$ cat config.mk
export PLATFORM = sky130hd
export DESIGN_NAME = sm3_msg_expand
export DESIGN_NICKNAME = d
export VERILOG_FILES = /design/src/rtl/sm3_msg_expand.sv
export SDC_FILE = /design/constraint.sdc
export NUM_CORES = 1
export LEC_CHECK = 0
export ABC_CLOCK_PERIOD_IN_PS = 7400
export BUFFER_PORTS_ARGS = -buffer_cell sky130_fd_sc_hd__clkbuf_2
export CAP_MARGIN = 10
export CORE_ASPECT_RATIO = 0.7
export CORE_MARGIN = 3
export CORE_UTILIZATION = 49
export DETAILED_ROUTE_END_ITERATION = 8
export PLACE_DENSITY = 0.77
export SLEW_MARGIN = 15
export SYNTH_ARGS = -nofsm -noshare
export SYNTH_HDL_FRONTEND = slang
export SYNTH_SLANG_ARGS = --single-unit
$ cat constraint.sdc
create_clock -name clk -period 7.4 [get_ports clk]
set_clock_uncertainty 0.1 [all_clocks]
set_input_delay 1.48 -clock clk [delete_from_list [all_inputs] [get_ports clk]]
set_output_delay 1.48 -clock clk [all_outputs]
set_load 0.005 [all_outputs]
$ cat src/rtl/sm3_msg_expand.sv
// SM3 message expansion: streams (W_j, W'_j) for j = 0..63 from a 16-word
// sliding window, generating W16..W67 on the fly, with downstream backpressure.
module sm3_msg_expand (
  input  logic         clk,
  input  logic         rst,
  input  logic         start,
  input  logic [511:0] block,
  input  logic         ready,
  output logic         busy,
  output logic         w_valid,
  output logic [5:0]   w_idx,
  output logic [31:0]  w,
  output logic [31:0]  w1,
  output logic         done
);

  typedef enum logic [1:0] {
    S_IDLE = 2'd0,
    S_RUN  = 2'd1,
    S_DONE = 2'd2
  } state_t;

  state_t      r_state;
  state_t      w_state_next;
  logic [31:0] r_win [16];
  logic [5:0]  r_idx;

  logic        w_load;
  logic        w_xfer;
  logic [31:0] w_p1_in;
  logic [31:0] w_new;
  logic [31:0] w_shift   [16];
  logic [31:0] w_blk_word[16];

  function automatic logic [31:0] rotl(input logic [31:0] x, input int unsigned s);
    return (x << s) | (x >> (32 - s));
  endfunction

  function automatic logic [31:0] p1(input logic [31:0] x);
    return x ^ rotl(x, 15) ^ rotl(x, 23);
  endfunction

  assign w_load  = (r_state == S_IDLE) && start;
  assign w_xfer  = (r_state == S_RUN) && ready;
  assign w_p1_in = r_win[0] ^ r_win[7] ^ rotl(r_win[13], 15);
  assign w_new   = p1(w_p1_in) ^ rotl(r_win[3], 7) ^ r_win[10];

  // Each slot takes its big-endian block word on load, else its upper neighbour.
  for (genvar gi = 0; gi < 16; gi++) begin : g_win
    assign w_blk_word[gi] = block[511 - 32*gi -: 32];
    if (gi == 15) begin : g_top
      assign w_shift[gi] = w_new;
    end else begin : g_mid
      assign w_shift[gi] = r_win[gi + 1];
    end
  end

  always_comb begin
    w_state_next = r_state;
    case (r_state)
      S_IDLE:  if (start) w_state_next = S_RUN;
      S_RUN:   if (ready && (r_idx == 6'd63)) w_state_next = S_DONE;
      S_DONE:  w_state_next = S_IDLE;
      default: w_state_next = S_IDLE;
    endcase
  end

  always_ff @(posedge clk) begin
    if (rst) begin
      r_state <= S_IDLE;
      r_idx   <= 6'd0;
      for (int i = 0; i < 16; i++) r_win[i] <= 32'd0;
    end else begin
      r_state <= w_state_next;
      if (w_load) begin
        r_idx <= 6'd0;
        for (int i = 0; i < 16; i++) r_win[i] <= w_blk_word[i];
      end else if (w_xfer) begin
        r_idx <= r_idx + 6'd1;
        for (int i = 0; i < 16; i++) r_win[i] <= w_shift[i];
      end
    end
  end

  assign busy    = (r_state != S_IDLE);
  assign w_valid = (r_state == S_RUN);
  assign done    = (r_state == S_DONE);
  assign w_idx   = r_idx;
  assign w       = r_win[0];
  assign w1      = r_win[0] ^ r_win[4];

endmodule

# After elaboration in Yosys (flattened, before gate mapping)
# Memory sizes are Yosys's and may differ from the RTL's.
# Cells that the tools add are included.
word_totals:
  reg_bits: 8
  latch_bits: 0
  ramBits: 512
  rom_bits: 0
  out_inout_bits: 73
  mem_count: 1
classes:
  add_sub_neg: 1
  n_mul: 0
  div: 0
  n_lt_le_gt_ge: 0
  eq_ne: 5
  n_shift: 0
  muxes: 44
  n_bitwise: 43
  n_reduce_logical: 7
mem_list:
  columns: ["name", "depth", "word_bits", "rd", "rd_ports_with_merged_regs", "write_ports", "line_no", "rtl"]
  rows:
  - ["r_win", 16, 32, 16, 0, 16, "25", "logic [31:0] r_win [16];"]
op_table:
  columns: ["cell", "count"]
  rows:
  - ["$mux 32", 32]
  - ["$xor 32x32->32", 7]
  - ["$or 32x15->32", 2]
  - ["$or 1x1->1", 32]
  - ["$or 32x23->32", 1]
  - ["$or 32x7->32", 1]
  - ["$mux 1", 9]
  - ["$add 6x1->6 const B", 1]
  - ["$eq 6x6->1 const B", 1]
  - ["$mux 2", 2]
  - ["$pmux 2 s2", 1]
  - ["$logic_and 1x1->1", 3]
  - ["$eq 2x1->1 const B", 1]
  - ["$eq 2x2->1 const B", 1]
  - ["$logic_not 2->1", 1]
  - ["$ne 2x1->1 const B", 1]
  - ["$ne 2x2->1 const B", 1]
  - ["$reduce_and 2->1", 1]
  - ["$reduce_bool 2->1", 1]
  - ["$reduce_or 2->1", 1]

# Depth between registers and ports, before layout
depth:
  word_depth: 8
  ltp_mapped: 9
  depth_no_buf: 5

# Least setup slack after synthesis
# No wires, ideal clock.
synth_timing:
  path_type: "input to register"
  start: "input port rst"
  end: "memory r_win[3][4], in the netlist r_win[0][100] (enable)"
  arrival_ns: 5.892
  t_required_ns: 5.535
  path_slack_ns: -0.357
  path_stages: 5
  path_buffers: 3
  path_cell_list: "clkbuf_1 -> a21oi_2 -> buf_2 -> buf_2 -> nand2_1"
synth_lines:
  columns: ["item", "line_no", "rtl"]
  rows:
  - ["start: declaration", "5", "input logic rst,"]
  - ["end: declaration", "25", null]

==> run summary <==
Post-synth top area share - 63.66%
Post-CTS setup buffers - 0
# setup viols final - 0
Post-detail-place hpwl - 63100 um
Post-CTS sizing - 0
Pin count of the biggest net entering global routing - 220
CP Class - in2reg
Slew Limit Fails - 0
Transition time of the tightest slew-check pin - 1.263 ns
Area grow syn2layout - 19.36%
Tmin final - 3.507 ns
Lkg Pwr - 12.34 nW
Fin. Hold Viols - 0
Worst EP required - 7.48 ns
Seq/Total Area, Yosys - 64.32%
Worst-Skew Late Latency - 0.57 ns
GPL Wtd Cong - 0.9149
Placement Cell Area - 27230 sq um
Clock-pin transition on the worst setup and hold timing paths - 0.06 ns
Status - completed
Critical path arrival - 3.59 ns
Share of cells above drive strength 1 - 27.92%
Average vias per placed instance - 5.838
CP startpoint - rst
Top cells by area, synth - edfxtp_1 (64%), a22o_1 (9.3%), nand2_1 (7.6%), xnor2_1 (4.8%), a21oi_1 (4.7%)
# DRC - 0
Antenna viol nets, final - 0
Yosys reg bits - 520
Initial antenna violation count - 22
Initial Util - 50.02%
Overall Power - 8.028 mW
Vias in the first global route - 17250
Worst R2R Path Depth - 6
Flop-to-flop setup slack - 4.18 ns
FFs w/ async S/R, synth - 0%
Fill cells - 3944
Total congestion overflow - 0
Htree depth - 2
Root buffer cell - clkbuf_16
Die span in y - 191.8 um
Max_slew headroom - 15.82%
Total number of vias - 18110
Final wirelength - 84510 um
Worst min-delay path class - reg2reg
CTS tree - built
WHS - 0.4285 ns
Post-Synthesis Cell Area - 24150 sq um
Inserted Clock Buffers - 49
P per Cell Area - 278.5 nW/um^2
I/O Buffers - 588
Core footprint - 48290 sq um
Wire per inst - 27.24 um
Cells after synthesis - 1920
First-pass GRT wire length - 115800 um
Clock Tree Buf Depth - 3
Area leader, netlist - edfxtp_1
Die Area - 52030 sq um
Net Count, Synth - 2437
RSZ-0062 raised after global routing - false
Max Cap Viol - 0
EDFF count, synth - 512
Max Freq - 285.1 MHz
1st-iter DRT viols - 2422
Setup crit end - r_win[0][188]
VDD IR max - 0.1622 mV
R2r endpoint - r_win[0][188]
Yosys cell types - 28
GRT Overall Usage - 31.28%
Syn Area/Cell - 12.58 sq um
Ys flop type - edfxtp_1
Fin Setup TNS - 0 ns
CP Launch Type - input port
IO Pins - 589
Endpoint class of the critical path - flip-flop
Clock Sinks - 520
Post-CTS Hold Buffers - 0
R2R Path Start - r_state[0]
Nets - 2918
Warnings from Yosys - 0
Crit Path Max Fanout - 84
Num rows - 67
Post-Layout Inst Area - 28830 sq um
Period Utilization, post-route - 47.40%
Die W - 271.4 um
TritonRoute pass-1 iters - 6
-- layer usage --
metal | track usage (%) | vias to the layer above | part of all wire (%)
met3 | 11.06 | 141 | 13
li1 | - | 7954 | -
met4 | 8.227 | 26 | 2.6
met1 | 42.07 | 8862 | 38
met5 | 0 | - | 0.19
met2 | 48.69 | 1126 | 46
-- registers in the layout, indices dropped and copies added, names as in the netlist --
| name | cells |
|---|---|
| r_win | 512 |
| w_idx | 6 |
| r_state | 2 |
-- synthesized netlist by cell type (2+ instances only) --
| master | count |
|---|---|
| buf_2 | 87 |
| xnor3_1 | 32 |
| a22o_1 | 256 |
| buf_6 | 2 |
| nand2b_1 | 2 |
| nand4_1 | 2 |
| o21ai_0 | 34 |
| a21oi_1 | 225 |
| nor2_1 | 10 |
| edfxtp_1 | 512 |
| buf_4 | 41 |
| nor3_1 | 2 |
| dfxtp_1 | 8 |
| xnor2_1 | 132 |
| xor2_1 | 33 |
| nand2_1 | 489 |
| clkbuf_1 | 42 |
-- logic make-up after synthesis --
kind of cell,count (synthesis),share of synthesized area [%]
xor+xnor,197,8.967
mux,1,0.04144
buf+inv,174,3.854
simple gates,511,8.081
compound gates,516,14.69
flops,520,64.32
fa+ha+maj,1,0.05179
-- power breakdown --
group	switching (mW)	internal (mW)
Sequential	0.297	3.65
Combinational	0.874	0.653
Clock	1.12	1.43
-- critical path, stage by stage --
cell,delay (ns)
clkbuf_2,0.24
a21oi_4,0.05
buf_4,0.30
nand2_8,0.45
buf_4,0.90
-- per-stage QoR --
stage / setup slack, ns / std cells / util, %
6_report: 3.893 / 3102 / 59.71
5_1_grt: 3.809 / 3101 / 59.70
4_1_cts: 3.988 / 3094 / 59.67
3_5_place_dp: 3.385 / 3005 / 56.39
3_3_place_gp: 3.462 / 3005 / 56.39
2_1_floorplan: 0.3655 / 1920 / -
-- worst min path at each step --
stage,start,to,cells past startpoint
2_1_floorplan,w_idx[1],w_idx[1],2
3_3_place_gp,w_idx[1],w_idx[1],2
3_5_place_dp,w_idx[1],w_idx[1],2
4_1_cts,w_idx[1],w_idx[1],2
5_1_grt,r_win[0][354],r_win[0][322],1
6_report,w_idx[1],w_idx[1],2
-- final cells by class --
cell class	instances	area [sq um]	area share [%]
Multi-Input combinational cell	1226	7745	26.86
Timing Repair Buffer	602	3123	10.83
Inverter	2	7.507	0.02604
Antenna cell	8	20.02	0.06944
Tap cell	655	819.5	2.843
Clock buffer	67	1366	4.739
Sequential cell	520	15530	53.88
Clock inverter	22	214.0	0.7421
-- layout by cell type, fill, tap and decap left out, types with 10 or more instances in the layout --
cell type  Yosys  layout
clkbuf_2       0     588
edfxtp_1     512     512
nand2_1      489     486
a22o_1       256     256
a21oi_1      225     225
xnor2_1      132     132
clkbuf_16      0      51
o21ai_0       34      34
xor2_1        33      33
xnor3_1       32      32
clkbuf_1      42      13
clkinv_2       0      10
Power figures use the tool's default switching activity.
